===== config.mk =====
export PLATFORM = sky130hd
export DESIGN_NAME = idex_hazard_ctrl_flat
export DESIGN_NICKNAME = d
export VERILOG_FILES = /design/src/rtl/idex_hazard_if.sv /design/src/rtl/idex_hazard_ctrl.sv /design/src/flat_wrapper.sv
export SDC_FILE = /design/constraint.sdc
export NUM_CORES = 1
export LEC_CHECK = 0
export ABC_AREA = 1
export CAP_MARGIN = 20
export CELL_PAD_IN_SITES_DETAIL_PLACEMENT = 1
export CELL_PAD_IN_SITES_GLOBAL_PLACEMENT = 1
export CORE_MARGIN = 10
export CORE_UTILIZATION = 29
export DETAILED_ROUTE_END_ITERATION = 16
export GPL_ROUTABILITY_DRIVEN = 0
export PLACE_DENSITY = 0.87
export SYNTH_ARGS = -nofsm -noshare
export SYNTH_HDL_FRONTEND = slang
export SYNTH_SLANG_ARGS = --single-unit

===== constraint.sdc =====
create_clock -name clk -period 2.6 [get_ports clk]
set_input_delay 0.52 -clock clk [delete_from_list [all_inputs] [get_ports clk]]
set_output_delay 0.52 -clock clk [all_outputs]
set_load 0.02 [all_outputs]

===== src/rtl/idex_hazard_if.sv =====
// ID/EX hazard controller bundle: pipeline-state inputs and
// register-control outputs shared by the controller and its driver.
interface idex_hazard_if;
  logic [4:0]  id_rs;
  logic [4:0]  id_rt;
  logic        id_rs_vld;
  logic        id_rt_vld;
  logic        id_src_float;
  logic [4:0]  ex_dst;
  logic [4:0]  mem_dst;
  logic        ex_rwrite;
  logic        mem_rwrite;
  logic        ex_float;
  logic        mem_float;
  logic        ex_dw;
  logic        mem_dw;
  logic        ex_is_load;
  logic        mem_is_load;
  logic        fdiv_start;
  logic        branch_taken;
  logic        pc_we;
  logic        ifid_we;
  logic        idex_we;
  logic        ifid_flush;
  logic        idex_bubble;
  logic        exmem_bubble;
  logic        fpu_busy;
  logic [15:0] stall_cycles;

  modport master (
    output id_rs, id_rt, id_rs_vld, id_rt_vld, id_src_float,
    output ex_dst, mem_dst, ex_rwrite, mem_rwrite,
    output ex_float, mem_float, ex_dw, mem_dw,
    output ex_is_load, mem_is_load, fdiv_start, branch_taken,
    input  pc_we, ifid_we, idex_we, ifid_flush,
    input  idex_bubble, exmem_bubble, fpu_busy, stall_cycles
  );

  modport slave (
    input  id_rs, id_rt, id_rs_vld, id_rt_vld, id_src_float,
    input  ex_dst, mem_dst, ex_rwrite, mem_rwrite,
    input  ex_float, mem_float, ex_dw, mem_dw,
    input  ex_is_load, mem_is_load, fdiv_start, branch_taken,
    output pc_we, ifid_we, idex_we, ifid_flush,
    output idex_bubble, exmem_bubble, fpu_busy, stall_cycles
  );
endinterface


===== src/rtl/idex_hazard_ctrl.sv =====
// ID/EX sequencing: RAW/load-use stalls, FP divide occupancy, branch flush.
// IDEX_FWD_EN defined: forwarding present, only load-use stalls.
module idex_hazard_ctrl #(
  parameter int unsigned FDIV_LAT = 8
) (
  input logic           clk,
  input logic           rst_n,
  idex_hazard_if.slave  bus
);

  localparam int CW = $clog2(FDIV_LAT);
  localparam logic [CW-1:0] CNT_INIT = CW'(FDIV_LAT - 2);

  typedef enum logic {RUN, FBUSY} state_e;

  state_e        state_q, state_d;
  logic [CW-1:0] cnt_q, cnt_d;
  logic [15:0]   stall_q, stall_d;

  logic pc_we, ifid_we, idex_we;
  logic ifid_flush, idex_bubble, exmem_bubble;
  logic eval, hit_ex, hit_mem, raw;

  function automatic logic m(
    input logic [4:0] src,
    input logic       vld,
    input logic       sflt,
    input logic [4:0] dst,
    input logic       dw,
    input logic       flt
  );
    logic eq;
    eq = dw ? (src[4:1] == dst[4:1]) : (src == dst);
    return vld & (sflt == flt) & eq & ~(~flt & (src == 5'd0));
  endfunction

  assign hit_ex =
    m(bus.id_rs, bus.id_rs_vld, bus.id_src_float,
      bus.ex_dst, bus.ex_dw, bus.ex_float) |
    m(bus.id_rt, bus.id_rt_vld, bus.id_src_float,
      bus.ex_dst, bus.ex_dw, bus.ex_float);

  assign hit_mem =
    m(bus.id_rs, bus.id_rs_vld, bus.id_src_float,
      bus.mem_dst, bus.mem_dw, bus.mem_float) |
    m(bus.id_rt, bus.id_rt_vld, bus.id_src_float,
      bus.mem_dst, bus.mem_dw, bus.mem_float);

`ifdef IDEX_FWD_EN
  logic unused_mem;
  assign raw = bus.ex_is_load & bus.ex_rwrite & hit_ex;
  assign unused_mem = hit_mem ^ bus.mem_rwrite ^ bus.mem_is_load;
`else
  // No bypass network: any in-flight writer blocks the reader.
  logic unused_ld;
  assign raw = (bus.ex_rwrite & hit_ex) | (bus.mem_rwrite & hit_mem);
  assign unused_ld = bus.ex_is_load ^ bus.mem_is_load;
`endif

  assign eval = (state_q == RUN) | (cnt_q == '0);

  always_comb begin
    state_d      = state_q;
    cnt_d        = cnt_q;
    pc_we        = 1'b1;
    ifid_we      = 1'b1;
    idex_we      = 1'b1;
    ifid_flush   = 1'b0;
    idex_bubble  = 1'b0;
    exmem_bubble = 1'b0;
    if (!eval) begin
      pc_we        = 1'b0;
      ifid_we      = 1'b0;
      idex_we      = 1'b0;
      exmem_bubble = 1'b1;
      cnt_d        = cnt_q - CW'(1);
    end else begin
      state_d = RUN;
      cnt_d   = '0;
      // fdiv_start outranks a concurrent branch_taken
      priority case (1'b1)
        bus.fdiv_start: begin
          pc_we        = 1'b0;
          ifid_we      = 1'b0;
          idex_we      = 1'b0;
          exmem_bubble = 1'b1;
          state_d      = FBUSY;
          cnt_d        = CNT_INIT;
        end
        bus.branch_taken: begin
          ifid_flush  = 1'b1;
          idex_bubble = 1'b1;
        end
        raw: begin
          pc_we       = 1'b0;
          ifid_we     = 1'b0;
          idex_bubble = 1'b1;
        end
        default: ;
      endcase
    end
  end

  assign stall_d = stall_q +
    ((~pc_we & ~&stall_q) ? 16'd1 : 16'd0);

  always_ff @(posedge clk or negedge rst_n) begin
    if (!rst_n) begin
      state_q <= RUN;
      cnt_q   <= '0;
      stall_q <= '0;
    end else begin
      state_q <= state_d;
      cnt_q   <= cnt_d;
      stall_q <= stall_d;
    end
  end

  assign bus.pc_we        = pc_we;
  assign bus.ifid_we      = ifid_we;
  assign bus.idex_we      = idex_we;
  assign bus.ifid_flush   = ifid_flush;
  assign bus.idex_bubble  = idex_bubble;
  assign bus.exmem_bubble = exmem_bubble;
  assign bus.fpu_busy     = (state_q == FBUSY) | bus.fdiv_start;
  assign bus.stall_cycles = stall_q;

endmodule


===== src/flat_wrapper.sv =====
// flat-port wrapper written by rule: the top's interface ports become plain ports
module idex_hazard_ctrl_flat 
#(
  parameter int unsigned FDIV_LAT = 8
)
  (clk, rst_n, bus_id_rs, bus_id_rt, bus_id_rs_vld, bus_id_rt_vld, bus_id_src_float, bus_ex_dst, bus_mem_dst, bus_ex_rwrite, bus_mem_rwrite, bus_ex_float, bus_mem_float, bus_ex_dw, bus_mem_dw, bus_ex_is_load, bus_mem_is_load, bus_fdiv_start, bus_branch_taken, bus_pc_we, bus_ifid_we, bus_idex_we, bus_ifid_flush, bus_idex_bubble, bus_exmem_bubble, bus_fpu_busy, bus_stall_cycles);
  idex_hazard_if bus_i ();
  input logic clk;
  input logic rst_n;
  input wire logic [$bits(bus_i.id_rs)-1:0] bus_id_rs;
  input wire logic [$bits(bus_i.id_rt)-1:0] bus_id_rt;
  input wire logic [$bits(bus_i.id_rs_vld)-1:0] bus_id_rs_vld;
  input wire logic [$bits(bus_i.id_rt_vld)-1:0] bus_id_rt_vld;
  input wire logic [$bits(bus_i.id_src_float)-1:0] bus_id_src_float;
  input wire logic [$bits(bus_i.ex_dst)-1:0] bus_ex_dst;
  input wire logic [$bits(bus_i.mem_dst)-1:0] bus_mem_dst;
  input wire logic [$bits(bus_i.ex_rwrite)-1:0] bus_ex_rwrite;
  input wire logic [$bits(bus_i.mem_rwrite)-1:0] bus_mem_rwrite;
  input wire logic [$bits(bus_i.ex_float)-1:0] bus_ex_float;
  input wire logic [$bits(bus_i.mem_float)-1:0] bus_mem_float;
  input wire logic [$bits(bus_i.ex_dw)-1:0] bus_ex_dw;
  input wire logic [$bits(bus_i.mem_dw)-1:0] bus_mem_dw;
  input wire logic [$bits(bus_i.ex_is_load)-1:0] bus_ex_is_load;
  input wire logic [$bits(bus_i.mem_is_load)-1:0] bus_mem_is_load;
  input wire logic [$bits(bus_i.fdiv_start)-1:0] bus_fdiv_start;
  input wire logic [$bits(bus_i.branch_taken)-1:0] bus_branch_taken;
  output wire logic [$bits(bus_i.pc_we)-1:0] bus_pc_we;
  output wire logic [$bits(bus_i.ifid_we)-1:0] bus_ifid_we;
  output wire logic [$bits(bus_i.idex_we)-1:0] bus_idex_we;
  output wire logic [$bits(bus_i.ifid_flush)-1:0] bus_ifid_flush;
  output wire logic [$bits(bus_i.idex_bubble)-1:0] bus_idex_bubble;
  output wire logic [$bits(bus_i.exmem_bubble)-1:0] bus_exmem_bubble;
  output wire logic [$bits(bus_i.fpu_busy)-1:0] bus_fpu_busy;
  output wire logic [$bits(bus_i.stall_cycles)-1:0] bus_stall_cycles;
  assign bus_i.id_rs = bus_id_rs;
  assign bus_i.id_rt = bus_id_rt;
  assign bus_i.id_rs_vld = bus_id_rs_vld;
  assign bus_i.id_rt_vld = bus_id_rt_vld;
  assign bus_i.id_src_float = bus_id_src_float;
  assign bus_i.ex_dst = bus_ex_dst;
  assign bus_i.mem_dst = bus_mem_dst;
  assign bus_i.ex_rwrite = bus_ex_rwrite;
  assign bus_i.mem_rwrite = bus_mem_rwrite;
  assign bus_i.ex_float = bus_ex_float;
  assign bus_i.mem_float = bus_mem_float;
  assign bus_i.ex_dw = bus_ex_dw;
  assign bus_i.mem_dw = bus_mem_dw;
  assign bus_i.ex_is_load = bus_ex_is_load;
  assign bus_i.mem_is_load = bus_mem_is_load;
  assign bus_i.fdiv_start = bus_fdiv_start;
  assign bus_i.branch_taken = bus_branch_taken;
  assign bus_pc_we = bus_i.pc_we;
  assign bus_ifid_we = bus_i.ifid_we;
  assign bus_idex_we = bus_i.idex_we;
  assign bus_ifid_flush = bus_i.ifid_flush;
  assign bus_idex_bubble = bus_i.idex_bubble;
  assign bus_exmem_bubble = bus_i.exmem_bubble;
  assign bus_fpu_busy = bus_i.fpu_busy;
  assign bus_stall_cycles = bus_i.stall_cycles;
  idex_hazard_ctrl #(.FDIV_LAT(FDIV_LAT)) u_core (.clk(clk), .rst_n(rst_n), .bus(bus_i));
endmodule

==> results.sh <==
export IMPL_status="complete, but fails checks"
export IMPL_violations="negative setup slack"
export IMPL_cts_root_buf="clkbuf_8"
export IMPL_rows=25
export IMPL_fin_nets=331
export IMPL_grt_ovfl_total=0
export IMPL_core_area_um2=4720
export IMPL_hold_viol_final=0
export IMPL_drt_first_pass_iters=4
export IMPL_initialDrtViolationCount=50
export IMPL_drcViolationCount=0
export IMPL_layout_setup_ws_ns=-0.0449
export IMPL_placedCellCount=344
export IMPL_instances_no_fill=358
export IMPL_cp_max_fo=4
export IMPL_start_util_pct=29.8
export IMPL_vias_per_cell=4.67
export IMPL_relSlewSlack_pct=78.2
export IMPL_cts_tree="done"
export IMPL_hold_start="u_core.bus.stall_cycles[13]"
export IMPL_reg2reg_depth=15
export IMPL_ant_nets=0
export IMPL_ioPinCount=58
export IMPL_critical_path_class="in -> reg"
export IMPL_yosys_warnings=0
export IMPL_die_w_um=89.7
export IMPL_maxCapViolCount=0
export IMPL_num_vias=1672
export IMPL_syn_avg_cell_area_um2=7.04
export IMPL_die_h_um=89.7
export IMPL_fill_cells=561
export IMPL_irDropWorstVdd_mv=0.653
export IMPL_seqCellArea_um2=500
export IMPL_synth_nets=239
export IMPL_place_ws_ns=-0.692
export IMPL_required_ns=2.80
export IMPL_drive_above_1_share_pct=41.2
export IMPL_synth_top_area_cell="dfrtp_1"
export IMPL_hold_path_end="u_core.bus.stall_cycles[13]"
export IMPL_wl_mm=6.29
export IMPL_syn_cell_area_um2=1410
export IMPL_start_kind="input port"
export IMPL_ys_seq_area_share_pct=35.6
export IMPL_period_needed_ns=2.64
export IMPL_clock_latency_ns=0.28
export IMPL_groute_usage_overall_pct=15.0
export IMPL_cts_sinks=20
export IMPL_synth_seq_cells=20
export IMPL_grt_pass1_wl_mm=9.44
export IMPL_hpwl_mm=4.32
export IMPL_p_leak_nw=1.36
export IMPL_rrSetupSlack_ns=0.07
export IMPL_cts_buffers=3
export IMPL_clk_pin_slew_ns=0.08
export IMPL_syn_to_final_growth_pct=78.4
export IMPL_diodes=0
export IMPL_finalClockSkew_ns=0.0118
export IMPL_arrival_ns=2.84
export IMPL_ctsHtreeMaxLevel=1
export IMPL_worstReg2RegStart="u_core.cnt_q[0]"
export IMPL_holdPathStages=1
export IMPL_wl_per_cell_um=17.6
export IMPL_worst_pin_slew_ns=0.327
export IMPL_setup_viol=1
export IMPL_rsz0062_at_grt="yes"
export IMPL_post_route_period_util_pct=102
export IMPL_die_area_um2=8040
export IMPL_synthTopCellsByArea="dfrtp_1, nand2_1, inv_1"
export IMPL_synth_cells=200
export IMPL_timing_rr_end="u_core.bus.stall_cycles[12]"
export IMPL_crit_path_end_kind="flop"
export IMPL_holdBufCountCts=0
export IMPL_grt_pass1_vias=1823
export IMPL_antenna_found_initial=0
export IMPL_yosysUniqueCellTypes=21
export IMPL_critPathLaunch="bus_id_rs[1]"
export IMPL_synth_top_area_share_pct=35.6
export IMPL_max_freq_ghz=0.378
export IMPL_multi_input_area_um2=966
export IMPL_drv_slew=0
export IMPL_numPortBuffers=55
export IMPL_clk_path_buf_depth=2
export IMPL_p_per_area_nw_per_um2=727
export IMPL_hp_class="reg -> reg"
export IMPL_grt_max_degree=21
routing by layer:
| metal | share of wire [%] | up-vias | GRT usage (%) |
|---|---|---|---|
| li1 | - | 806 | - |
| met1 | 40 | 820 | 17.1 |
| met2 | 54 | 33 | 27.8 |
| met3 | 4.5 | 13 | 3.61 |
| met4 | 1.8 | 0 | 2.60 |
| met5 | 0 | - | 0 |
flip-flops by register name, summed over array words and instances, names as in the netlist:
register                 cells
u_core.bus.stall_cycles     16
u_core.cnt_q                 3
u_core.state_q               1
Yosys cell counts:
cell type	n
nand2_2	2
inv_2	1
a21oi_1	12
o21ai_0	6
nand3b_4	1
buf_4	1
xnor2_1	8
nand2_1	53
nor4_1	1
or2_2	1
a31oi_1	1
dfrtp_1	20
nor3_2	2
nand4_1	5
nor4_2	1
nor3b_4	1
xor2_1	7
ha_1	4
nor2_1	24
inv_1	35
nand3_1	14
critical path: stages:
cell and delay [ns]:
buf_8 0.11, clkinv_4 0.05, nor2_4 0.03, nor2_2 0.11
nand2_1 0.08, nor2_1 0.12, nand3_1 0.09, nand2_1 0.09
nand2_2 0.08, nand3_2 0.10, nand2_2 0.07, nor2_2 0.11
ha_2 0.23, ha_4 0.16, inv_4 0.04, nor2_4 0.13
nand3_4 0.10, nor4_4 0.28, buf_4 0.18, xor2_1 0.17
metrics by stage:
stage               cell area (um2)  power, mW  utilization (%)  hold slack, ns  TNS (ns)
finish                         2510       1.82             53.2           0.507   -0.0449
global route                   2510       1.95             53.2           0.536    -0.383
CTS                            2380       1.70             50.3           0.466         0
detailed placement             2220       1.32             47.1           0.455     -7.67
global placement               2220       1.26             47.1           0.411     -5.64
floorplan                      1420      0.889                -           0.224         0
cell usage in the layout, fill, tap and decap left out, types with 5 or more instances in the layout:
master	n
a21oi_1	7
buf_4	35
clkbuf_2	12
clkdlybuf4s50_1	22
dfrtp_1	20
dlygate4sd2_1	5
inv_1	23
inv_2	8
nand2_1	39
nand2_2	14
nand3_1	10
nand4_1	5
nor2_1	15
nor2_2	5
o21ai_1	5
xnor2_1	6
xor2_1	7
final cells by class:
cell class	count	area share, %
clock buffers	3	1.64
multi-input cells	143	38.5
clock inverters	1	1.20
inverters	36	5.98
flip-flops and latches	20	19.9
well taps	67	3.34
repair buffers	88	29.4
worst max path at each step:
stage,to,cells past startpoint
finish,u_core.bus.stall_cycles[12],20
global route,u_core.bus.stall_cycles[12],19
CTS,u_core.bus.stall_cycles[13],18
detailed placement,u_core.bus.stall_cycles[12],19
global placement,u_core.bus.stall_cycles[10],20
floorplan,u_core.bus.stall_cycles[14],18
report_power, final:
part           internal [mW]  switching (mW)  total (mW)
clock network          0.206           0.116       0.322
registers              0.402           0.120       0.523
logic                  0.480           0.500       0.980
total                   1.09           0.736        1.82
what timing repair did:
action,in CTS,in global routing
hold endpoints to repair,0,0
gates resized for setup,61,117
buffers inserted,5,6
pin swaps,22,34
setup endpoints to repair,16,17
cells by family after synthesis:
family	Yosys count	synth area share, %
xor+xnor	15	9.33
compound gates	19	6.84
buf+inv	37	10.1
fa+ha+maj	4	3.56
flops	20	35.6
simple gates	105	34.6
No activity file was read; power rests on OpenSTA's default activity.
